File: src/rtl/exmem_pkg.sv
// exmem_pkg: shared constants for the EX/MEM datapath slice.
// alu_op classes, alu_control codes, R-type funct values, memory depth.
package exmem_pkg;

  localparam int DEPTH_WORDS_DEF = 64;

  localparam logic [2:0] ALU_OP_ADD   = 3'b000;
  localparam logic [2:0] ALU_OP_SUB   = 3'b001;
  localparam logic [2:0] ALU_OP_RTYPE = 3'b010;
  localparam logic [2:0] ALU_OP_AND   = 3'b011;
  localparam logic [2:0] ALU_OP_OR    = 3'b100;
  localparam logic [2:0] ALU_OP_SLT   = 3'b101;

  localparam logic [3:0] ALU_AND = 4'b0000;
  localparam logic [3:0] ALU_OR  = 4'b0001;
  localparam logic [3:0] ALU_ADD = 4'b0010;
  localparam logic [3:0] ALU_SUB = 4'b0110;
  localparam logic [3:0] ALU_SLT = 4'b0111;
  localparam logic [3:0] ALU_NOR = 4'b1100;
  localparam logic [3:0] ALU_INV = 4'b1111;

  localparam logic [5:0] FUNCT_ADD = 6'b100000;
  localparam logic [5:0] FUNCT_SUB = 6'b100010;
  localparam logic [5:0] FUNCT_AND = 6'b100100;
  localparam logic [5:0] FUNCT_OR  = 6'b100101;
  localparam logic [5:0] FUNCT_NOR = 6'b100111;
  localparam logic [5:0] FUNCT_SLT = 6'b101010;

  typedef struct packed {
    logic [3:0]  ctl;
    logic [31:0] result;
    logic        zero;
  } ex_res_t;

  function automatic logic is_zero(input logic [31:0] v);
    return (v == 32'd0);
  endfunction

endpackage

File: src/rtl/exmem_alu_dec.sv
// exmem_alu_dec: alu_op/funct to alu_control decoder, combinational.
// SLT decode is present only when EXMEM_SLT_EN is defined.
module exmem_alu_dec
  import exmem_pkg::*;
(
  input  logic [2:0] alu_op,
  input  logic [5:0] funct,
  output logic [3:0] alu_control
);

  logic [3:0] r_ctl;

  // R-type: operation comes from the funct field
  always_comb begin
    r_ctl = ALU_INV;
    unique case (funct)
      FUNCT_ADD: r_ctl = ALU_ADD;
      FUNCT_SUB: r_ctl = ALU_SUB;
      FUNCT_AND: r_ctl = ALU_AND;
      FUNCT_OR:  r_ctl = ALU_OR;
      FUNCT_NOR: r_ctl = ALU_NOR;
`ifdef EXMEM_SLT_EN
      FUNCT_SLT: r_ctl = ALU_SLT;
`endif
      default:   r_ctl = ALU_INV;
    endcase
  end

  // Operation class select; unlisted classes fall back to ADD
  always_comb begin
    alu_control = ALU_ADD;
    unique case (1'b1)
      (alu_op == ALU_OP_SUB):   alu_control = ALU_SUB;
      (alu_op == ALU_OP_RTYPE): alu_control = r_ctl;
      (alu_op == ALU_OP_AND):   alu_control = ALU_AND;
      (alu_op == ALU_OP_OR):    alu_control = ALU_OR;
`ifdef EXMEM_SLT_EN
      (alu_op == ALU_OP_SLT):   alu_control = ALU_SLT;
`else
      (alu_op == ALU_OP_SLT):   alu_control = ALU_INV;
`endif
      default:                  alu_control = ALU_ADD;
    endcase
  end

endmodule

File: src/rtl/exmem_datapath.sv
// exmem_datapath: EX-stage ALU plus MEM-stage word-addressed data memory.
// Define EXMEM_SLT_EN to enable the signed set-less-than operation.
module exmem_datapath
  import exmem_pkg::*;
#(
  parameter int DEPTH_WORDS = DEPTH_WORDS_DEF
) (
  input  logic        clk,
  input  logic        rst,
  input  logic [2:0]  alu_op,
  input  logic [5:0]  funct,
  input  logic [31:0] a,
  input  logic [31:0] b,
  output logic [3:0]  alu_control,
  output logic [31:0] alu_result,
  output logic        zero,
  input  logic [31:0] mem_addr,
  input  logic [31:0] write_data,
  input  logic        mem_read,
  input  logic        mem_write,
  output logic [31:0] read_data
);

  localparam int AW = $clog2(DEPTH_WORDS);

  ex_res_t ex;

  exmem_alu_dec u_dec (
    .alu_op      (alu_op),
    .funct       (funct),
    .alu_control (ex.ctl)
  );

  // ALU: wrapping add/sub, bitwise ops, optional signed compare
  always_comb begin
    ex.result = 32'd0;
    unique case (ex.ctl)
      ALU_AND: ex.result = a & b;
      ALU_OR:  ex.result = a | b;
      ALU_ADD: ex.result = a + b;
      ALU_SUB: ex.result = a - b;
      ALU_NOR: ex.result = ~(a | b);
`ifdef EXMEM_SLT_EN
      ALU_SLT: ex.result = {31'd0, $signed(a) < $signed(b)};
`endif
      default: ex.result = 32'd0;
    endcase
  end

  assign ex.zero     = is_zero(ex.result);
  assign alu_control = ex.ctl;
  assign alu_result  = ex.result;
  assign zero        = ex.zero;

  logic [31:0]   mem [DEPTH_WORDS];
  logic [AW-1:0] idx;
  logic          unused_addr;

  // byte offset and high bits are dropped: aligned, wrapping access
  assign idx         = mem_addr[AW+1:2];
  assign unused_addr = ^{mem_addr[31:AW+2], mem_addr[1:0]};

  // Array update: reset wins over a same-edge store
  always_ff @(posedge clk) begin
    if (rst) begin
      for (int i = 0; i < DEPTH_WORDS; i++)
        mem[i] <= 32'd0;
    end else if (mem_write) begin
      mem[idx] <= write_data;
    end
  end

  assign read_data = mem_read ? mem[idx] : 32'd0;

endmodule

File: config.mk
export PLATFORM = sky130hd
export DESIGN_NAME = exmem_datapath
export DESIGN_NICKNAME = d
export VERILOG_FILES = /design/src/rtl/exmem_pkg.sv /design/src/rtl/exmem_alu_dec.sv /design/src/rtl/exmem_datapath.sv
export SDC_FILE = /design/constraint.sdc
export NUM_CORES = 2
export LEC_CHECK = 0
export BUFFER_PORTS_ARGS = -buffer_cell sky130_fd_sc_hd__buf_2
export CAP_MARGIN = 20
export CORE_MARGIN = 2
export CORE_UTILIZATION = 35
export CTS_BUF_LIST = sky130_fd_sc_hd__clkbuf_4 sky130_fd_sc_hd__clkbuf_8
export DETAILED_ROUTE_END_ITERATION = 7
export HOLD_SLACK_MARGIN = 0.15
export PLACE_DENSITY = 0.6
export SKIP_LAST_GASP = 1
export SLEW_MARGIN = 30
export SYNTH_ARGS = -nofsm -noshare
export SYNTH_HDL_FRONTEND = slang
export SYNTH_SLANG_ARGS = --single-unit
File: constraint.sdc
create_clock -name clk -period 6.2 [get_ports clk]
set_input_delay 0.31 -clock clk [delete_from_list [all_inputs] [get_ports clk]]
set_output_delay 0.31 -clock clk [all_outputs]
set_load 0.02 [all_outputs]
==> impl_metrics.toml <==
[floorplan]
core_mm2 = 0.262
pin_count = 210
fp.dieW_um = 517
start_util = 0.351
dieArea_mm2 = 0.267
fp-row-count = 188
fp.dieH_um = 517

[critical_path]
crit_type = "primary input to output pin"
worst_setup_path_end_kind = "output pin"
cpPeakStageDelay_ns = 0.54
worst_ep_required_time_ns = 5.89
worstPathCellList = "buf_2 > inv_1 > ha_1 > or4b_4 > o311a_1 > o22a_1 > nand2_2 > buf_4 > nand2_1 > xor2_1 > ha_1 > nand4_1 > nor2_2 > a211oi_1 > buf_4 > a2111o_1 > o211ai_1 > a221o_1 > a2111o_1 > nand3_1 > a211o_1 > or4_1 > nor2_1 > buf_2"
crit_fanout = 8
start_kind = "primary input"
arrival_ns = 5.65
worst_path_max_delay_cell = "or4b_4"

[power_and_ir_drop]
p_leak_uw = 0.0351
total_power_uw = 30400
power_density_mw_per_mm2 = 292
vdd_drop_max_v = 0.000238

[drt]
first_pass_iters = 6
routed_wl_mm = 325
m1WireLength_mm = 125
num_vias = 61800
wl_met2_mm = 150
drt_iter0_drc = 7886
ant_nets = 0
drc_errors = 0
top_layer = "met5"
wl_met3_mm = 32.8
viasPerCell = 5.77
wl_per_cell_um = 30.3

[synthesis]
synth_top_area_cell = "edfxtp_1"
yosysSeqAreaShare = 0.669
synthesis.nets = 7070
synth_cell_types = 71
synthArstFlopShare = 0
synthSimpleGateAreaFrac = 0.164
synth-compound-area-share = 0.123
synth_seq_cells = 2048
yosys-top-cells-count = "2,051 x and2_1, 2,048 x edfxtp_1, 623 x clkbuf_1"
synth_most_common_cell = "and2_1"
synth.area.mux_share = 0.000762
synth.avg_cell_area_um2 = 13.3
synth_cells = 6893
synth_edf_count = 2048
synth.top_cell.area_share = 0.669
synthXorXnorAreaFrac = 0.00495
synthTopCellsByArea = "edfxtp_1 67%, and2_1 14%, a22oi_1 4.3%, clkbuf_1 2.5%, a22o_1 2.4%"
synth_ff_type = "edfxtp_1"
synth_warnings = 0
synth_top_family_by_area = "simple AND/OR/NAND/NOR gates"
synthesis.area_mm2 = 0.0920
synthAdderAreaFrac = 0.00830

[sta]
fin_hold_ws_ns = 0.402
post-route-period-util = 0.961
drv_slew = 0
setup_violations = 0
maxSlewHeadroom = 0.244
period_needed_ns = 5.96
worst_slew_pin_slew_ns = 1.13
clock.fmax_ghz = 0.168
hold_viol_final = 0

[grt]
grtUsageTotal = 0.238
grt_max_degree = 93
grt_pass1_wl_mm = 456
antenna_found_initial = 22
first_global_vias = 60700
grt.overflow.total = 0

[placed_design]
dpl_cell_area_mm2 = 0.0971
port_buffers = 183
finalWeightedCongestion = 0.856
hpwl_mm = 177

[finish]
area_delta_synth_final_pct = 12.9
final_core_util = 0.397
largestRegisters = "mem (2048)"
largest_reg_flops = 2048
final_nets = 7140
design_area_mm2 = 0.104
layout-drive-gt1-share = 0.153
nFillCells = 24300
max_flop_register = "mem"

[clocking]
cts_made_buffers = 350
cts.sinks = 2048
htree_levels = 5
clk_path_buf_depth = 4
cts-root-buf = "clkbuf_8"
clk_pin_slew_ns = 0.07
cts_tree = "yes"

[min_path]
hp-class = "primary input to flop"

[run_status]
status = "complete, no violations"

[run]
maxCapViolCount = 0
[power breakdown]
group / switching [µW] / internal [µW]
logic: 1940 / 721
registers: 197 / 15900
clock network: 5490 / 6080
[worst max-delay path: cells and delay by family]
kind / cells / cell delay, ns
xor gates and xnor gates: 1 / 0.14
buffers and inverters: 5 / 0.72
AOI/OAI and AO/OA: 8 / 1.84
adders and majority gates: 2 / 0.74
and+or+nand+nor: 8 / 1.91
[what timing repair did]
| action | CTS | global route |
|---|---|---|
| endpoints found under the hold margin | 1624 | 0 |
| hold buffers | 32 | 0 |
| endpoints found under the setup margin | 0 | 1 |
| gates resized for setup | 0 | 7 |
| buffers inserted | 0 | 1 |
[placed cells by master (no fill, tap or decap), types with 7 or more instances in the layout]
master / count
and2_1: 2051
edfxtp_1: 2048
a22oi_1: 532
clkbuf_8: 360
a22o_1: 250
a221oi_1: 248
a31oi_1: 238
buf_4: 200
buf_2: 183
clkbuf_4: 112
a21oi_1: 109
clkinv_1: 92
nor2_2: 66
or2_4: 56
nor4_1: 52
nand2_1: 48
nor2_1: 41
o21ai_0: 35
ha_1: 35
xnor2_1: 34
nor3_1: 32
dlygate4sd3_1: 32
maj3_1: 26
buf_12: 25
nand4_1: 19
xor2_1: 18
clkinv_2: 17
a21o_1: 16
nor4_2: 16
inv_1: 15
nand3_1: 14
a31oi_2: 14
nor2b_1: 11
o31ai_1: 9
or2_2: 9
o32ai_1: 8
diode_2: 7
nand2_2: 7
mux2i_1: 7
[final cells by class]
cell class	count	area (µm²)	share of cell area
sequential	2048	61500	0.592
clock inverter	116	529	0.00510
multi-input combinational	4106	28300	0.272
tap	3515	4400	0.0424
antenna	7	17.5	0.000169
timing repair buffer	441	3270	0.0314
clock buffer	472	5800	0.0558
inverter	16	65.1	0.000627
[routing by layer]
metal  vias up  track usage
met5         -            0
li1      26000            -
met2      3638        0.379
met1     31700        0.308
met4        16        0.112
met3       590       0.0509
[cells by family (layout without fill, tap and decap cells)]
| group | Yosys count | in the layout |
|---|---|---|
| AOI/OAI and AO/OA | 1507 | 1507 |
| xor gates and xnor gates | 52 | 52 |
| adders and majority gates | 66 | 66 |
| buffers and inverters | 739 | 1045 |
| DFF | 2048 | 2048 |
| muxes | 7 | 7 |
| other | 0 | 7 |
| and+or+nand+nor | 2474 | 2474 |
[per-stage QoR]
stage,setup WS [ns],TNS [ns],cells
6_report,0.241,0,10700
5_1_grt,-0.00633,-0.00633,10700
4_1_cts,0.143,0,10700
3_5_place_dp,0.156,0,10100
3_3_place_gp,0.161,0,10100
2_1_floorplan,0.0241,0,6893
[final timing paths]
kind | start | to | slack [ns] | depth (start not counted)
max | alu_op[1] | zero | 0.24 | 24
min | rst | mem[14][6] | 0.40 | 3
Power figures use the tool's default switching activity.
